--- src/rtl/mult_pkg.sv ---
// mult_pkg: shared definitions for the sequential multiplier.
// Exports the controller state encoding and the iteration counter width.
// No ports; import with `import mult_pkg::*;`.
package mult_pkg;

  typedef enum logic {
    ST_IDLE = 1'b0,
    ST_RUN  = 1'b1
  } state_t;

  // Counter must be able to represent 0..w, one value per multiplier bit plus headroom.
  function automatic int cnt_width(input int w);
    return $clog2(w + 1);
  endfunction

endpackage

--- src/rtl/seq_mult_dp.sv ---
// seq_mult_dp: shift-add datapath holding multiplicand D, multiplier M and partial product P.
// Ports: clk, rst (sync, active-high), load (capture a/b, clear P), step (one shift-add iteration),
//        a/b operands, p_next (P after the current iteration's conditional add, combinational).
module seq_mult_dp #(
  parameter int WIDTH = 4
) (
  input  logic                 clk,
  input  logic                 rst,
  input  logic                 load,
  input  logic                 step,
  input  logic [WIDTH-1:0]     a,
  input  logic [WIDTH-1:0]     b,
  output logic [2*WIDTH-1:0]   p_next
);

  logic [2*WIDTH-1:0] d_q;
  logic [WIDTH-1:0]   m_q;
  logic [2*WIDTH-1:0] p_q;

  // Sum cannot exceed 2*WIDTH bits since the full product fits there.
  assign p_next = m_q[0] ? (p_q + d_q) : p_q;

  always_ff @(posedge clk) begin
    if (rst) begin
      d_q <= '0;
      m_q <= '0;
      p_q <= '0;
    end else if (load) begin
      d_q <= {{WIDTH{1'b0}}, a};
      m_q <= b;
      p_q <= '0;
    end else if (step) begin
      p_q <= p_next;
      d_q <= d_q << 1;
      m_q <= m_q >> 1;
    end
  end

endmodule

--- src/rtl/seq_mult.sv ---
// seq_mult: parametrised unsigned sequential multiplier, one multiplier bit per clock.
// Ports: clk, rst (sync, active-high), start (accepted only when idle), A/B operands,
//        busy (operation in flight), done (one-cycle result strobe), result (held until next done).
module seq_mult
  import mult_pkg::*;
#(
  parameter int WIDTH = 4
) (
  input  logic                 clk,
  input  logic                 rst,
  input  logic                 start,
  input  logic [WIDTH-1:0]     A,
  input  logic [WIDTH-1:0]     B,
  output logic                 busy,
  output logic                 done,
  output logic [2*WIDTH-1:0]   result
);

  localparam int CW = cnt_width(WIDTH);

  state_t             state_q, state_d;
  logic [CW-1:0]      cnt_q;
  logic               busy_q;
  logic               done_q;
  logic [2*WIDTH-1:0] result_q;

  logic               load;
  logic               step;
  logic               last;
  logic [2*WIDTH-1:0] p_next;

  seq_mult_dp #(.WIDTH(WIDTH)) u_dp (
    .clk    (clk),
    .rst    (rst),
    .load   (load),
    .step   (step),
    .a      (A),
    .b      (B),
    .p_next (p_next)
  );

  // Final iteration happens on the edge where cnt still reads WIDTH-1.
  assign last = (cnt_q == CW'(WIDTH - 1));

  always_comb begin
    state_d = state_q;
    load    = 1'b0;
    step    = 1'b0;
    case (state_q)
      ST_IDLE: begin
        if (start) begin
          load    = 1'b1;
          state_d = ST_RUN;
        end
      end
      ST_RUN: begin
        step = 1'b1;
        if (last) state_d = ST_IDLE;
      end
      default: state_d = ST_IDLE;
    endcase
  end

  always_ff @(posedge clk) begin
    if (rst) begin
      state_q  <= ST_IDLE;
      cnt_q    <= '0;
      busy_q   <= 1'b0;
      done_q   <= 1'b0;
      result_q <= '0;
    end else begin
      state_q <= state_d;
      done_q  <= 1'b0;
      if (load) begin
        cnt_q  <= '0;
        busy_q <= 1'b1;
      end else if (step) begin
        cnt_q <= cnt_q + 1'b1;
        if (last) begin
          result_q <= p_next;
          done_q   <= 1'b1;
          busy_q   <= 1'b0;
        end
      end
    end
  end

  assign busy   = busy_q;
  assign done   = done_q;
  assign result = result_q;

endmodule

--- config.mk ---
export PLATFORM = sky130hd
export DESIGN_NAME = seq_mult
export DESIGN_NICKNAME = d
export VERILOG_FILES = /design/src/rtl/mult_pkg.sv /design/src/rtl/seq_mult_dp.sv /design/src/rtl/seq_mult.sv
export SDC_FILE = /design/constraint.sdc
export NUM_CORES = 1
export LEC_CHECK = 0
export CAP_MARGIN = 15
export CORE_MARGIN = 5
export CORE_UTILIZATION = 60
export DETAILED_ROUTE_END_ITERATION = 10
export DONT_BUFFER_PORTS = 1
export PLACE_DENSITY = 0.83
export SYNTH_ARGS = -nofsm -noshare
export SYNTH_HDL_FRONTEND = slang
export SYNTH_SLANG_ARGS = --single-unit
--- constraint.sdc ---
create_clock -name clk -period 2.9 [get_ports clk]
set_input_delay 0.58 -clock clk [delete_from_list [all_inputs] [get_ports clk]]
set_output_delay 0.58 -clock clk [all_outputs]
set_load 0.02 [all_outputs]
==> impl_metrics.env, run 1 <==
export IMPL_placed_area_sq_um=1700
export IMPL_htreeDepth=2
export IMPL_endpoint_kind="flop"
export IMPL_synth_cells=196
export IMPL_finalNetCount=216
export IMPL_relSlewSlack_pct=45.5
export IMPL_p_per_area_nw_per_um2=509
export IMPL_dp_cells=219
export IMPL_synthMuxAreaShare_pct=9.46
export IMPL_critical_path_class="reg -> reg"
export IMPL_via_count=1391
export IMPL_drive_gt1_share_pct=6.63
export IMPL_synth_top_family_by_area="simple AND/OR/NAND/NOR gates"
export IMPL_ys_flop_type="dfxtp_1"
export IMPL_grt_start_max_net_pins=30
export IMPL_place_gp_congestion=0.888
export IMPL_hp_class="in -> reg"
export IMPL_status="finished clean"
export IMPL_cap_violations=0
export IMPL_fin_crit_sh_pct=69.6
export IMPL_finalSetupViolations=0
export IMPL_post_cts_resized=0
export IMPL_arrival_ps=2300
export IMPL_syn_cell_area_sq_um=1690
export IMPL_hpwl_um=2580
export IMPL_grt_pass1_wl_um=6100
export IMPL_initial_core_util_pct=61.9
export IMPL_synthAdderAreaFrac_pct=7.83
export IMPL_required_ps=3180
export IMPL_synth_xor_area_share_pct=1.03
export IMPL_grt_antenna_before_repair=0
export IMPL_worst_pin_slew_ps=817
export IMPL_fin_skew_ps=4.38
export IMPL_clock_fmax_mhz=495
export IMPL_hold_viol_final=0
export IMPL_dieArea_sq_um=3980
export IMPL_clk_insertion_delay_late_ps=340
export IMPL_synth_compound_area_share_pct=17.1
export IMPL_grt_pass1_vias=1264
export IMPL_cts_tree="built"
export IMPL_postCtsHoldBufs=0
export IMPL_async_flop_share_pct=0
export IMPL_wirelength_um=3530
export IMPL_post_layout_nonfiller_instances=227
export IMPL_fin_util_pct=65.0
export IMPL_die_x_um=63.1
export IMPL_vdd_drop_max_mv=0.424
export IMPL_avgSynthCellArea_sq_um=8.64
export IMPL_yosys_warnings=0
export IMPL_synthSimpleGateAreaFrac_pct=20.5
export IMPL_clockBufferDepth=2
export IMPL_grt_usage_pct=19.1
export IMPL_rrSetupSlack_ps=880
export IMPL_path_max_fanout=4
export IMPL_fin_total_pwr_mw=0.904
export IMPL_num_rows=19
export IMPL_synth_edf_count=0
export IMPL_yosysUniqueCellTypes=39
export IMPL_cts_root_buffer="clkbuf_4"
export IMPL_io_pin_count=21
export IMPL_p_leak_nw=0.692
export IMPL_clk_pin_slew_ps=100
export IMPL_rsz0062_at_grt="no"
export IMPL_wl_per_cell_um=15.5
export IMPL_vias_per_cell=6.13
export IMPL_first_iter_violations=88
export IMPL_timing_final_ws_setup_ps=880
export IMPL_antenna_cells=0
export IMPL_core_area_sq_um=2730
export IMPL_ys_seq_elements=34
export IMPL_fin_hold_ws_ps=298
export IMPL_grt_ovfl_total=0
export IMPL_drc=0
export IMPL_pre_cts_ws_ps=919
export IMPL_syn2layout_area_growth_pct=4.95
export IMPL_fin_tns_setup_ps=0
export IMPL_fin_area_sq_um=1780
export IMPL_ant_nets=0
export IMPL_syn_nets=217
export IMPL_cts_sinks=34
export IMPL_fin_crit_ps=2020
export IMPL_portBuffers=0
export IMPL_fill_cells=233
export IMPL_slew_viol_final=0
export IMPL_drt_pass1_iterations=4
export IMPL_ys_seq_area_share_pct=40.2
export IMPL_startpoint_type="flop"
export IMPL_cts_buffers=5
export IMPL_die_y_um=63.1
export IMPL_cts_setup_buffers=0
## routing by layer
metal / vias to the layer above / wire length (um) / global-route usage (%)
met5: - / 0 / 0
met4: 0 / 45 / 5.57
met3: 7 / 286 / 7.28
met2: 45 / 1680 / 30.5
met1: 641 / 1520 / 23.6
li1: 698 / - / -
## synthesized netlist by cell type, types with 2 or more instances
| master | count | share of area [%] |
|---|---|---|
| nor2_1 | 24 | 5.3 |
| or4_1 | 3 | 1.3 |
| nor2b_1 | 2 | 0.74 |
| a21oi_1 | 16 | 4.7 |
| inv_1 | 6 | 1.3 |
| buf_2 | 4 | 1.2 |
| o21ai_0 | 10 | 3.0 |
| dfxtp_1 | 34 | 40 |
| mux2i_1 | 16 | 9.5 |
| o2111ai_1 | 2 | 1.0 |
| and2_1 | 2 | 0.74 |
| nor3_1 | 3 | 0.89 |
| nand2_1 | 18 | 4.0 |
| xnor2_1 | 2 | 1.0 |
| buf_1 | 2 | 0.44 |
| clkbuf_1 | 2 | 0.44 |
| nand3_1 | 8 | 2.4 |
| ha_1 | 9 | 6.7 |
| or3_1 | 2 | 0.74 |
| o21a_1 | 4 | 1.8 |
| a211oi_1 | 6 | 2.7 |
| a32oi_1 | 3 | 1.6 |
| nand4_1 | 2 | 0.74 |
## kinds of logic (layout without fill, tap and decap cells)
family | count (synthesis) | count (layout)
AOI/OAI and AO/OA | 46 | 46
adders and majority gates | 10 | 10
and+or+nand+nor | 72 | 72
buffers and inverters | 16 | 16
xor gates and xnor gates | 2 | 2
muxes | 16 | 16
DFF | 34 | 34
## worst paths after layout
check | start | depth (start not counted) | to
max | u_dp.p_q[0] | 8 | u_dp.p_q[6]
min | rst | 1 | u_dp.m_q[1]
max reg2reg | u_dp.p_q[0] | 8 | u_dp.p_q[6]
min reg2reg | cnt_q[2] | 2 | cnt_q[2]
## flip-flops by register name (all words and copies together) (netlist names)
register and flops:
u_dp.d_q 8, u_dp.p_q 8, cnt_q 3, busy 1, state_q 1, result 8, done 1, u_dp.m_q 4
## worst max-delay path: stages (launching register included)
cell and delay, ps:
dfxtp_1 350, ha_1 230, inv_1 70, fa_1 230, nor2b_4 60, o31a_1 260, o21a_1 210, or4_1 460
nand3_1 90
## where the power goes
group	leakage, nW	switching, mW	internal [mW]	total (mW)
clock	0.0450	0.159	0.178	0.337
combinational	0.371	0.0421	0.0312	0.0734
sequential	0.276	0.0138	0.479	0.493
total	0.692	0.215	0.689	0.904
## cell usage in the layout, fill, tap and decap left out, types with 2 or more instances in the layout
cell and n:
xnor2_1 2, o21a_1 4, or3_1 2, nor2b_1 2
a32oi_1 3, inv_1 6, o2111ai_1 2, nand3_1 8
nor2_1 24, nand4_1 2, a211oi_1 6, clkinv_2 2
dfxtp_1 34, nand2_1 18, a21oi_1 16, mux2i_1 16
and2_1 2, nor3_1 3, ha_1 9, o21ai_0 10
clkbuf_4 5, or4_1 3
## final cells by class
class	count	area [sq um]	area share, %
clock buffers	5	37.5	2.11
clock inverters	3	40.0	2.25
inverters	7	26.3	1.48
multi-input cells	146	946	53.2
flip-flops and latches	34	681	38.3
well taps	31	38.8	2.18
repair buffers	1	7.51	0.423
Power figures use the tool's default switching activity.
==> inputs of run 2 (changes only) <==
Clock period 2.9 ns to 2.1 ns, I/O delays scaled along.
==> impl_metrics.env, run 2 (synthesis gave the netlist of run 1 again) <==
export IMPL_hp_class="in -> reg"
export IMPL_postCtsHoldBufs=0
export IMPL_clk_pin_slew_ps=100
export IMPL_worst_pin_slew_ps=458
export IMPL_grt_usage_pct=18.9
export IMPL_wl_per_cell_um=15.6
export IMPL_vias_per_cell=6.11
export IMPL_clk_insertion_delay_late_ps=330
export IMPL_final_common_cell="dfxtp_1"
export IMPL_slew_viol_final=0
export IMPL_antenna_cells=0
export IMPL_rr_startpoint="u_dp.p_q[0]"
export IMPL_portBuffers=0
export IMPL_arrival_ps=2270
export IMPL_critical_path_class="reg -> reg"
export IMPL_hold_viol_final=0
export IMPL_die_x_um=63.1
export IMPL_vdd_drop_max_mv=0.614
export IMPL_cts_tree="built"
export IMPL_grt_pass1_wl_um=6010
export IMPL_grt_pass1_vias=1329
export IMPL_startpoint_type="flop"
export IMPL_grt_start_max_net_pins=16
export IMPL_cts_sinks=34
export IMPL_fin_skew_ps=12.1
export IMPL_initial_core_util_pct=61.9
export IMPL_htreeDepth=2
export IMPL_fin_crit_sh_pct=95.1
export IMPL_place_gp_congestion=0.938
export IMPL_cap_violations=0
export IMPL_num_rows=19
export IMPL_worstHoldStart="rst"
export IMPL_drive_gt1_share_pct=9.50
export IMPL_p_leak_nw=0.710
export IMPL_drt_pass1_iterations=4
export IMPL_dieArea_sq_um=3980
export IMPL_io_pin_count=21
export IMPL_fin_tns_setup_ps=0
export IMPL_wirelength_um=3600
export IMPL_grt_ovfl_total=0
export IMPL_crit_chain="ha_2 -> inv_1 -> fa_2 -> nor2b_4 -> o31a_1 -> o21a_1 -> or4_1 -> nand3_1"
export IMPL_fin_util_pct=66.3
export IMPL_relSlewSlack_pct=69.5
export IMPL_finalNetCount=220
export IMPL_hpwl_um=2670
export IMPL_cts_buffers=5
export IMPL_crit_start="u_dp.p_q[0]"
export IMPL_path_max_fanout=4
export IMPL_ant_nets=0
export IMPL_clockBufferDepth=2
export IMPL_status="finished clean"
export IMPL_via_count=1411
export IMPL_syn2layout_area_growth_pct=7.10
export IMPL_drc=0
export IMPL_core_area_sq_um=2730
export IMPL_required_ps=2370
export IMPL_p_per_area_nw_per_um2=674
export IMPL_rsz0062_at_grt="no"
export IMPL_finalSetupViolations=0
export IMPL_fin_crit_ps=2000
export IMPL_grt_antenna_before_repair=0
export IMPL_endpoint_kind="flop"
export IMPL_first_iter_violations=104
export IMPL_max_stage_delay_ps=480
export IMPL_final_cell_mix="34 x dfxtp_1, 24 x nor2_1, 18 x nand2_1"
export IMPL_clock_fmax_mhz=501
export IMPL_die_y_um=63.1
export IMPL_slowest_stage="or4_1"
export IMPL_cts_root_buffer="clkbuf_4"
export IMPL_fill_cells=221
-- run 2: cell types whose count changed in the layout (fill, tap and decap cells not counted) --
cell,change
buf_4,+4
bufinv_16,-1
clkbuf_8,+3
clkinv_2,-2
fa_1,-1
fa_2,+1
ha_1,-1
ha_2,+1
-- run 2: layout make-up --
cell class              instances  area [sq um]  area share [%]
repair buffers                  5          37.5            2.07
inverters                       7          26.3            1.45
flip-flops and latches         34           681            37.5
clock buffers                   8          78.8            4.35
well taps                      31          38.8            2.14
multi-input cells             146           951            52.4
-- run 2: worst paths after layout --
| path | to | slack, ps | cells after the start |
|---|---|---|---|
| setup reg to reg | u_dp.p_q[6] | 100 | 8 |
| setup / recovery | u_dp.p_q[6] | 100 | 8 |
| hold reg to reg | cnt_q[2] | 480 | 2 |
| hold / removal | u_dp.m_q[1] | 140 | 1 |
-- run 2: metal layers --
| layer | track usage, % | up-vias | share of wire [%] |
|---|---|---|---|
| li1 | - | 705 | - |
| met1 | 22.8 | 651 | 44 |
| met2 | 30.6 | 48 | 48 |
| met4 | 6.90 | 0 | 1.6 |
| met3 | 6.93 | 7 | 6.0 |
| met5 | 0 | - | 0 |
-- run 2: through the flow --
step / std cells / instance area (sq um) / power, mW / setup slack (ps) / hold WS, ps
2_1_floorplan: 196 / 1690 / 0.780 / 233 / 453
3_3_place_gp: 223 / 1730 / 0.796 / 184 / 461
3_5_place_dp: 223 / 1730 / 0.802 / 111 / 474
4_1_cts: 231 / 1810 / 1.23 / 56.4 / 130
5_1_grt: 231 / 1810 / 1.29 / 8.60 / 116
6_report: 231 / 1810 / 1.22 / 104 / 145
-- run 2: repair_timing --
item	in CTS	in global routing
setup buffers	0	0
endpoints found under the setup margin	0	1
gates resized for setup	0	2
-- run 2: power by group --
part / total (mW) / switching (mW) / internal [mW]
Clock: 0.432 / 0.204 / 0.229
Sequential: 0.680 / 0.0184 / 0.662
Combinational: 0.110 / 0.0605 / 0.0492
-- run 2: critical path, delay by kind of cell, from the launching register on --
kind,cells,cell delay [ps]
fa+ha+maj,2,430
buf+inv,1,80
compound gates,2,460
simple gates,3,630
flops,1,340
